`src/rtl/step_scheduler_pkg.sv`:
```
// -----------------------------------------------------------------------------
// step_scheduler_pkg
// Shared definitions for the playback step scheduler:
//   - state_e      : transport FSM encoding (IDLE / RUN / PAUSED)
//   - TEMPO_*      : tempo_sel codes (steps/s = 16 >> tempo_sel)
//   - sub_last()   : last sub-tick value of a step for a given tempo code
// -----------------------------------------------------------------------------
package step_scheduler_pkg;

    typedef enum logic [1:0] {
        ST_IDLE   = 2'd0,
        ST_RUN    = 2'd1,
        ST_PAUSED = 2'd2
    } state_e;

    localparam logic [1:0] TEMPO_16 = 2'd0;
    localparam logic [1:0] TEMPO_8  = 2'd1;
    localparam logic [1:0] TEMPO_4  = 2'd2;
    localparam logic [1:0] TEMPO_2  = 2'd3;

    // A step lasts (1 << tempo) ticks, so the sub counter's final value is
    // (1 << tempo) - 1. Spelled out as a table to keep it a plain 3-bit mux.
    function automatic logic [2:0] sub_last(input logic [1:0] tempo);
        logic [2:0] result;
        case (tempo)
            TEMPO_16: result = 3'd0;
            TEMPO_8:  result = 3'd1;
            TEMPO_4:  result = 3'd3;
            default:  result = 3'd7;
        endcase
        return result;
    endfunction

endpackage

```
`src/rtl/step_scheduler_if.sv`:
```
// -----------------------------------------------------------------------------
// step_scheduler_if
// Step handshake between the scheduler (master) and the note player (slave).
//   step_req   : master -> slave, step_index valid, held until step_ack
//   step_index : master -> slave, pattern position being requested
//   step_ack   : slave -> master, player accepted the current step
// -----------------------------------------------------------------------------
interface step_scheduler_if #(
    parameter int STEP_W = 5
) ();
    logic              step_req;
    logic [STEP_W-1:0] step_index;
    logic              step_ack;

    modport master (
        output step_req,
        output step_index,
        input  step_ack
    );

    modport slave (
        input  step_req,
        input  step_index,
        output step_ack
    );
endinterface

```
`src/rtl/step_scheduler_tick_enable_gen.sv`:
```
// -----------------------------------------------------------------------------
// step_scheduler_tick_enable_gen
// Prescaler that turns the system clock into a one-cycle tick enable.
// Counts 0..DIV-1 while en_i is high; tick_o is high in the cycle where the
// count sits at DIV-1 (and en_i is high), after which the count wraps to 0.
// When en_i is low the count is frozen. clr_i forces the count back to 0.
//   clk    : system clock
//   srst   : synchronous active-high reset
//   en_i   : advance the prescaler this cycle
//   clr_i  : clear the prescaler (takes priority over en_i)
//   tick_o : one-cycle tick pulse
// -----------------------------------------------------------------------------
module step_scheduler_tick_enable_gen #(
    parameter int DIV = 10
) (
    input  logic clk,
    input  logic srst,
    input  logic en_i,
    input  logic clr_i,
    output logic tick_o
);
    localparam int CNT_W = (DIV > 2) ? $clog2(DIV) : 1;
    localparam logic [CNT_W-1:0] CNT_LAST = CNT_W'(DIV - 1);

    logic [CNT_W-1:0] cnt_q;
    logic [CNT_W-1:0] cnt_d;

    assign tick_o = en_i && (cnt_q == CNT_LAST);

    always_comb begin
        cnt_d = cnt_q;
        if (clr_i) begin
            cnt_d = '0;
        end else if (en_i) begin
            cnt_d = (cnt_q == CNT_LAST) ? '0 : cnt_q + CNT_W'(1);
        end
    end

    always_ff @(posedge clk) begin
        if (srst) begin
            cnt_q <= '0;
        end else begin
            cnt_q <= cnt_d;
        end
    end
endmodule

```
`src/rtl/step_scheduler.sv`:
```
// -----------------------------------------------------------------------------
// step_scheduler
// Playback sequencer: divides CLOCK_50 into a tick enable and walks a step
// index through a pattern at 16/8/4/2 steps/s. Each step is offered to the
// note player over the req/ack interface. Play/pause/stop transport FSM.
// Ports:
//   CLOCK_50  : sole clock
//   reset     : synchronous active-high reset
//   play      : pulse, start from IDLE / resume from PAUSED
//   pause     : pulse, RUN -> PAUSED
//   stop      : pulse, any state -> IDLE
//   loop_en   : 1 wrap the pattern, 0 stop after the last step is acked
//   tempo_sel : steps/s = TICK_HZ >> tempo_sel
//   bus       : step handshake (master side): step_req, step_index, step_ack
//   tick      : one-cycle pulse at TICK_HZ while running
//   playing   : high in RUN
//   overrun   : sticky, a step came due while the previous was still pending
// -----------------------------------------------------------------------------
module step_scheduler
    import step_scheduler_pkg::*;
#(
    parameter int CLK_HZ    = 50_000_000,
    parameter int TICK_HZ   = 16,
    parameter int NUM_STEPS = 32,
    parameter int STEP_W    = 5
) (
    input  logic                CLOCK_50,
    input  logic                reset,
    input  logic                play,
    input  logic                pause,
    input  logic                stop,
    input  logic                loop_en,
    input  logic [1:0]          tempo_sel,
    step_scheduler_if.master    bus,
    output logic                tick,
    output logic                playing,
    output logic                overrun
);
    localparam int DIV = CLK_HZ / TICK_HZ;
    localparam logic [STEP_W-1:0] IDX_LAST = STEP_W'(NUM_STEPS - 1);

    state_e            state_q, state_d;
    logic [2:0]        sub_q, sub_d;
    logic [STEP_W-1:0] index_q, index_d;
    logic              step_req_q, step_req_d;
    logic [1:0]        tempo_q, tempo_d;
    logic              overrun_q, overrun_d;
    logic              finishing_q, finishing_d;

    logic run_en;
    logic presc_clr;
    logic step_due;
    logic last_idx;
    logic end_due;
    logic ack_fire;
    logic req_free;

    // Counters only advance in a cycle that stays in RUN, so a pause freezes
    // the prescaler at the exact count it was sampled at.
    assign run_en    = (state_q == ST_RUN) && !stop && !pause;
    assign presc_clr = (state_q == ST_IDLE) || (state_d == ST_IDLE);

    step_scheduler_tick_enable_gen #(
        .DIV (DIV)
    ) u_tick_gen (
        .clk    (CLOCK_50),
        .srst   (reset),
        .en_i   (run_en),
        .clr_i  (presc_clr),
        .tick_o (tick)
    );

    assign step_due = tick && (sub_q == sub_last(tempo_q));
    assign last_idx = (index_q == IDX_LAST);
    assign end_due  = step_due && last_idx && !loop_en;
    assign ack_fire = step_req_q && bus.step_ack;
    // The slot is free if nothing is pending or the pending step is acked now.
    assign req_free = !step_req_q || ack_fire;

    // ---------------- FSM: state register ----------------
    always_ff @(posedge CLOCK_50) begin
        if (reset) begin
            state_q <= ST_IDLE;
        end else begin
            state_q <= state_d;
        end
    end

    // ---------------- FSM: next state ----------------
    // Command priority stop > pause > play; a pause that has no effect in
    // the current state still masks a coincident play.
    always_comb begin
        state_d = state_q;
        case (state_q)
            ST_IDLE: begin
                if (!stop && !pause && play) begin
                    state_d = ST_RUN;
                end
            end
            ST_RUN: begin
                if (stop) begin
                    state_d = ST_IDLE;
                end else if (pause) begin
                    state_d = ST_PAUSED;
                end else if ((end_due && req_free) || (finishing_q && !step_req_q)) begin
                    state_d = ST_IDLE;
                end
            end
            ST_PAUSED: begin
                if (stop) begin
                    state_d = ST_IDLE;
                end else if (!pause && play) begin
                    state_d = ST_RUN;
                end
            end
            default: state_d = ST_IDLE;
        endcase
    end

    // ---------------- FSM: outputs ----------------
    always_comb begin
        playing = (state_q == ST_RUN);
    end

    // ---------------- step datapath ----------------
    always_comb begin
        sub_d       = sub_q;
        index_d     = index_q;
        step_req_d  = step_req_q;
        tempo_d     = tempo_q;
        overrun_d   = overrun_q;
        finishing_d = finishing_q;

        if (ack_fire) begin
            step_req_d = 1'b0;
        end

        if ((state_q == ST_IDLE) && (state_d == ST_RUN)) begin
            step_req_d = 1'b1;
            index_d    = '0;
            sub_d      = '0;
            tempo_d    = tempo_sel;
            overrun_d  = 1'b0;
        end else if (tick) begin
            if (step_due) begin
                sub_d   = '0;
                tempo_d = tempo_sel;
                if (!req_free) begin
                    // Player is late: drop this step, keep the pending one up.
                    overrun_d = 1'b1;
                    if (last_idx && !loop_en) begin
                        finishing_d = 1'b1;
                    end
                end else if (!(last_idx && !loop_en)) begin
                    index_d    = last_idx ? '0 : index_q + STEP_W'(1);
                    step_req_d = 1'b1;
                end
            end else begin
                sub_d = sub_q + 3'd1;
            end
        end

        if (state_d == ST_IDLE) begin
            step_req_d  = 1'b0;
            index_d     = '0;
            sub_d       = '0;
            finishing_d = 1'b0;
        end
    end

    always_ff @(posedge CLOCK_50) begin
        if (reset) begin
            sub_q       <= '0;
            index_q     <= '0;
            step_req_q  <= 1'b0;
            tempo_q     <= TEMPO_16;
            overrun_q   <= 1'b0;
            finishing_q <= 1'b0;
        end else begin
            sub_q       <= sub_d;
            index_q     <= index_d;
            step_req_q  <= step_req_d;
            tempo_q     <= tempo_d;
            overrun_q   <= overrun_d;
            finishing_q <= finishing_d;
        end
    end

    assign bus.step_req   = step_req_q;
    assign bus.step_index = index_q;
    assign overrun        = overrun_q;
endmodule

```
`src/flat_wrapper.sv`:
```
// flat-port wrapper written by rule: the top's interface ports become plain ports
module step_scheduler_flat import step_scheduler_pkg::*;
#(
    parameter int CLK_HZ    = 50_000_000,
    parameter int TICK_HZ   = 16,
    parameter int NUM_STEPS = 32,
    parameter int STEP_W    = 5
)
  (CLOCK_50, reset, play, pause, stop, loop_en, tempo_sel, tick, playing, overrun, bus_step_req, bus_step_index, bus_step_ack);
  step_scheduler_if #(.STEP_W(STEP_W)) bus_i ();
  input  logic CLOCK_50;
  input  logic reset;
  input  logic play;
  input  logic pause;
  input  logic stop;
  input  logic loop_en;
  input  logic [1:0] tempo_sel;
  output logic tick;
  output logic playing;
  output logic overrun;
  output wire logic [$bits(bus_i.step_req)-1:0] bus_step_req;
  output wire logic [$bits(bus_i.step_index)-1:0] bus_step_index;
  input wire logic [$bits(bus_i.step_ack)-1:0] bus_step_ack;
  assign bus_step_req = bus_i.step_req;
  assign bus_step_index = bus_i.step_index;
  assign bus_i.step_ack = bus_step_ack;
  step_scheduler #(.CLK_HZ(CLK_HZ), .TICK_HZ(TICK_HZ), .NUM_STEPS(NUM_STEPS), .STEP_W(STEP_W)) u_core (.CLOCK_50(CLOCK_50), .reset(reset), .play(play), .pause(pause), .stop(stop), .loop_en(loop_en), .tempo_sel(tempo_sel), .bus(bus_i), .tick(tick), .playing(playing), .overrun(overrun));
endmodule
```
`config.mk`:
```
export PLATFORM = sky130hd
export DESIGN_NAME = step_scheduler_flat
export DESIGN_NICKNAME = d
export VERILOG_FILES = /design/src/rtl/step_scheduler_pkg.sv /design/src/rtl/step_scheduler_if.sv /design/src/rtl/step_scheduler_tick_enable_gen.sv /design/src/rtl/step_scheduler.sv /design/src/flat_wrapper.sv
export SDC_FILE = /design/constraint.sdc
export NUM_CORES = 1
export LEC_CHECK = 0
export ABC_CLOCK_PERIOD_IN_PS = 7200
export CORE_MARGIN = 1
export CORE_UTILIZATION = 61
export CTS_CLUSTER_SIZE = 25
export DETAILED_ROUTE_END_ITERATION = 12
export PLACE_DENSITY = 0.95
export SLEW_MARGIN = 20
export SYNTH_ARGS = -nofsm -noshare
export SYNTH_HDL_FRONTEND = slang
export SYNTH_HIERARCHICAL = 1
export SYNTH_SLANG_ARGS = --single-unit
```
`constraint.sdc`:
```
create_clock -name CLOCK_50 -period 7.2 [get_ports CLOCK_50]
set_input_delay 1.8 -clock CLOCK_50 [delete_from_list [all_inputs] [get_ports CLOCK_50]]
set_output_delay 1.8 -clock CLOCK_50 [all_outputs]
set_load 0.01 [all_outputs]
```
==> flow_summary.toml, run 1 <==
[drt]
vias_per_cell = 5.953
dr.first_iter.drc_count = 65
wirelength_um = 3785
vias = 1655
drc = 0
drt_pass1_iterations = 4
wl_per_cell_um = 13.62
ant_nets = 0

[global_routing]
overflow = 0
track_usage_pct = 24.88
antenna_found_initial = 0
grt_max_degree = 23
grt_pass1_wl_um = 6465
grt_pass1_vias = 1471

[timing]
setup_tns_ns = 0
final.period_utilization_pct = 82.45
timing.fmax_mhz = 168.5
final-max-slew-violation-count = 0
worst_pin_slew_ns = 1.027
rsz0062_at_grt = "no"
finalHoldViolations = 0
period_minus_slack_ns = 5.936
setup_violations = 0
relSlewSlack_pct = 31.36
skew_ns = 0.006223

[floorplanning]
core-area_sq_um = 3028
start_util_pct = 64.01
dieArea_sq_um = 3406
die_w_um = 58.37
rows = 20
die_h_um = 58.37
io_pins = 18

[placed_design]
hpwl_um = 2665
gp_congestion = 0.8699
port-buffer-count = 17

[critical_path]
required_ns = 5.40
crit_type = "input pin to output port"
cp_common_cell = "clkdlybuf4s50_1"
path_cells = "clkdlybuf4s50_1, nor3b_1, buf_4, and4_1, nand4_1, nor3_1, clkdlybuf4s50_1"
end_kind = "output port"
critPathMaxFanout = 7
cpPeakStageDelay_ns = 0.64
slowest_stage = "clkdlybuf4s50_1"
arrival_ns = 4.14
worst_setup_path_start_kind = "input pin"

[synthesis]
synth_most_common_cell = "dfxtp_1"
yosys_warnings = 6
synth_edf_count = 0
synth_area_sq_um = 1938
ys_top_cells_by_count = "37 x dfxtp_1, 19 x nor2_1, 13 x nand2_1, 13 x nand4_1, 12 x a21oi_1"
ys_seq_area_share_pct = 38.22
syn_inst = 217
async_flop_share_pct = 0
netlist.area_leader.share_pct = 38.22
synthesis.nets = 231
ys_ff_latch = 37
synth_area_leader_cell = "dfxtp_1"
synth_ff_type = "dfxtp_1"
avgSynthCellArea_sq_um = 8.931
yosysUniqueCellTypes = 47
ys_top_cells_by_area = "dfxtp_1 38%, xor2_1 4.5%, nand4_1 4.2%"

[clock_tree]
cts_made_buffers = 5
cts_sinks = 37
cts_tree = "done"
cts_resized = 0
cts-root-buf = "clkbuf_4"
cts_buffer_depth = 2
clk_latency_ns = 0.34
post_cts_buffers = 0
htree_levels = 2
cts_hold_buf = 0
clk_pin_slew_ns = 0.10

[finish]
antenna-diode-count = 0
drive_gt1_share_pct = 11.54
fillers = 236
area_growth_pct = 12.65
final_core_util_pct = 72.11
layout.nets = 248

[power]
cellPowerDensity_nw_per_um2 = 152.2
leakage_nw = 0.6810
peakVddDrop_uv = 113.6
finalPower_mw = 0.3323

[worst_hold_path]
holdCritPathClass = "flip-flop to flip-flop"

[run]
max-cap-violations = 0

[status]
status = "completed"
## report_power, final
group | internal, mW | leakage, nW | total [mW] | switching (mW)
clock network | 0.0461 | 0.0314 | 0.111 | 0.0647
registers | 0.205 | 0.298 | 0.206 | 0.000752
logic | 0.00761 | 0.352 | 0.0156 | 0.00801
## placed cells by master (no fill, tap or decap), drive strengths merged, types with 3 or more instances in the layout
master         count
or3                6
o21ai              7
nor2              19
nor3              12
nor4               5
nor4b              3
nand3              4
xor2              10
clkbuf             7
nand2b             3
nand4             15
nor2b              3
o31ai              3
inv                4
xnor2              9
dfxtp             37
a21oi             15
nand2             13
ha                 5
or4                4
and3               7
mux2i              3
clkdlybuf4s50     17
## stage by stage
stage | instance area (sq um) | hold WS (ns) | setup WS [ns] | cells
2_1_floorplan | 1938 | 0.4473 | 2.440 | 217
3_3_place_gp | 2128 | 0.4621 | 1.336 | 271
3_5_place_dp | 2128 | 0.4796 | 1.286 | 271
4_1_cts | 2183 | 0.4949 | 1.277 | 278
5_1_grt | 2183 | 0.5350 | 1.116 | 278
6_report | 2183 | 0.4872 | 1.264 | 278
## flip-flops by register name (all words and copies together) (netlist names)
signal / flops
u_core/sub_q: 3
u_core/bus.step_req: 1
u_core/tempo_q: 2
u_core/finishing_q: 1
u_core/state_q: 2
u_core/overrun: 1
u_core/u_tick_gen/cnt_q: 22
u_core/bus.step_index: 5
## logic make-up after synthesis
family	count (synthesis)	synth area share [%]
simple gates	103	31.57
compound gates	37	13.24
flops	37	38.22
xor+xnor	19	8.586
buf+inv	13	3.615
fa+ha+maj	5	3.228
mux	3	1.549
## critical path, delay by kind of cell
family / cells / cell delay, ns
and+or+nand+nor: 4 / 1.02
buffers and inverters: 3 / 1.31
## path summary, 6_finish.rpt
check	startpoint	to	slack, ns	depth (start not counted)
max	stop	tick	1.26	7
max reg2reg	u_core/state_q[0]	u_core/u_tick_gen/cnt_q[16]	3.32	14
min	u_core/u_tick_gen/cnt_q[21]	u_core/u_tick_gen/cnt_q[21]	0.49	2
min reg2reg	u_core/u_tick_gen/cnt_q[21]	u_core/u_tick_gen/cnt_q[21]	0.49	2
## cell type report
| cell class | instances | area, sq um | area share (%) |
|---|---|---|---|
| clock buffer | 7 | 55.05 | 2.521 |
| sequential | 37 | 740.7 | 33.93 |
| multi-input combinational | 167 | 1132 | 51.86 |
| timing repair buffer | 19 | 185.2 | 8.481 |
| tap | 44 | 55.05 | 2.521 |
| inverter | 4 | 15.01 | 0.6877 |
## routing by layer
| metal | wire, um | global-route usage (%) |
|---|---|---|
| met1 | 1756 | 30.93 |
| met2 | 1839 | 41.05 |
| met3 | 141 | 7.912 |
| met4 | 48 | 8.163 |
| met5 | 0 | 0 |
No activity file was read; power rests on OpenSTA's default activity.
==> run 2: changes to the inputs <==
Settings changed: ABC_CLOCK_PERIOD_IN_PS 7200 to 5700, CORE_UTILIZATION 61 to 56, PLACE_DENSITY 0.95 to 0.89.
Clock period 7.2 ns to 5.7 ns, I/O delays scaled along.
==> run 2 against run 1 <==
Count of clock-buffer cells in the layout down 1; sequential power is 26% higher; critical path depth is 1 higher; critical endpoint unchanged; largest cell class unchanged.
==> flow_summary.toml, run 2 (synthesis gave the netlist of run 1 again) <==
[power]
p_comb_share_pct = 4.8
peakVddDrop_uv = 103.5
cellPowerDensity_nw_per_um2 = 188.7
p_sw_share_pct = 23.75
leakage_nw = 0.6925
seqPwrFrac_pct = 62.8
clkPwrFrac_pct = 32.4
switchingPower_mw = 0.09837
power.internal_mw = 0.3158

[finish]
layout.nets = 250
area_growth_pct = 13.23
largest_reg_flops = 22
final_common_cell = "dfxtp_1"
fillers = 251
layout.cells.most_common_list = "37 x dfxtp_1, 19 x nor2_1, 17 x clkdlybuf4s50_1"
top_register = "u_core/u_tick_gen/cnt_q"
antenna-diode-count = 0
drive_gt1_share_pct = 12.66

[timing]
relSlewSlack_pct = 36.19
finalHoldViolations = 0
worst_pin_slew_ns = 0.9553
final.period_utilization_pct = 87.49
setup_violations = 0
setup_tns_ns = 0
rsz0062_at_grt = "no"
timing.fmax_mhz = 200.5
skew_ns = 0.01151
fin_ws_ns = 0.7132
period_minus_slack_ns = 4.987
final-max-slew-violation-count = 0

[floorplanning]
start_util_pct = 60.98
rows = 20
core-area_sq_um = 3178
die_h_um = 60.83
io_pins = 18
dieArea_sq_um = 3700
die_w_um = 60.83

[critical_path]
end_kind = "output port"
path_cells = "clkdlybuf4s50_1, nor3b_1, buf_4, and4_1, nand4_1, nor3_1, buf_4, clkdlybuf4s50_1"
slowest_stage = "clkdlybuf4s50_1"
crit_family = "buffers and inverters"
crit_type = "input pin to output port"
arrival_ns = 3.56
crit_buf_inv = 4
r2r_slack_ns = 2.20
required_ns = 4.28
cpPeakStageDelay_ns = 0.53
worst_setup_path_start_kind = "input pin"
critPathMaxFanout = 7

[drt]
drt_pass1_iterations = 4
vias = 1644
ant_nets = 0
wl_per_cell_um = 14.47
dr.first_iter.drc_count = 99
vias_per_cell = 5.851
drc = 0
wirelength_um = 4066

[clock_tree]
htree_levels = 2
cts_made_buffers = 5
clk_pin_slew_ns = 0.12
cts_resized = 0
cts_buffer_depth = 2
cts_hold_buf = 0
clk_latency_ns = 0.35
cts_sinks = 37
cts_tree = "done"
post_cts_buffers = 0
cts-root-buf = "clkbuf_4"

[status]
status = "completed"

[global_routing]
overflow = 0
track_usage_pct = 24.84
antenna_found_initial = 0
grt_max_degree = 15
grt_pass1_vias = 1545
grt_pass1_wl_um = 6775

[placed_design]
post-place-ws_ns = 0.7279
hpwl_um = 2962
port-buffer-count = 17
gp_congestion = 0.8801

[run]
max-cap-violations = 0

[worst_hold_path]
holdCritPathClass = "flip-flop to flip-flop"
-- run 2: metal layers --
layer	routed length, um	global-route usage (%)	share of wire (%)	vias up
met5	0	0	0	-
li1	-	-	-	832
met3	122	6.610	3.0	5
met4	46	8.766	1.1	0
met1	1891	30.18	47	778
met2	2006	42.39	49	29
-- run 2: stage by stage --
step / hold slack [ns] / utilization (%) / instances / instance area, sq um / total power [mW]
after floorplan: 0.4473 / - / 217 / 1938 / 0.2772
after global placement: 0.4601 / 67.44 / 273 / 2143 / 0.2854
after detailed placement: 0.4701 / 67.44 / 273 / 2143 / 0.2857
after CTS: 0.4881 / 69.06 / 281 / 2195 / 0.4154
after global routing: 0.5006 / 69.06 / 281 / 2195 / 0.4287
final: 0.4899 / 69.06 / 281 / 2195 / 0.4142
-- run 2: layout make-up --
cell class / count / area (sq um) / share of cell area [%]
multi-input cells: 167 / 1132 / 51.60
flip-flops and latches: 37 / 740.7 / 33.75
inverters: 4 / 15.01 / 0.6842
clock inverters: 2 / 10.01 / 0.4561
repair buffers: 21 / 200.2 / 9.122
well taps: 44 / 55.05 / 2.509
clock buffers: 6 / 41.29 / 1.881
-- run 2: worst paths after layout --
kind,start,to,depth (start not counted)
hold reg to reg,u_core/u_tick_gen/cnt_q[19],u_core/u_tick_gen/cnt_q[19],2
setup reg to reg,u_core/state_q[0],u_core/u_tick_gen/cnt_q[10],15
hold / removal,u_core/u_tick_gen/cnt_q[19],u_core/u_tick_gen/cnt_q[19],2
setup / recovery,stop,tick,8
-- run 2: power groups by stage --
stage	registers, mW	clock network (mW)	logic [mW]
6_report	0.260	0.134	0.0198
3_5_place_dp	0.266	0	0.0197
2_1_floorplan	0.266	0	0.0114
3_3_place_gp	0.266	0	0.0194
5_1_grt	0.260	0.147	0.0215
4_1_cts	0.260	0.135	0.0198
-- run 2: worst min-delay path: stages (launching register included) --
cell and delay [ns]:
dfxtp_1 0.34, o31ai_1 0.06, a21oi_1 0.05
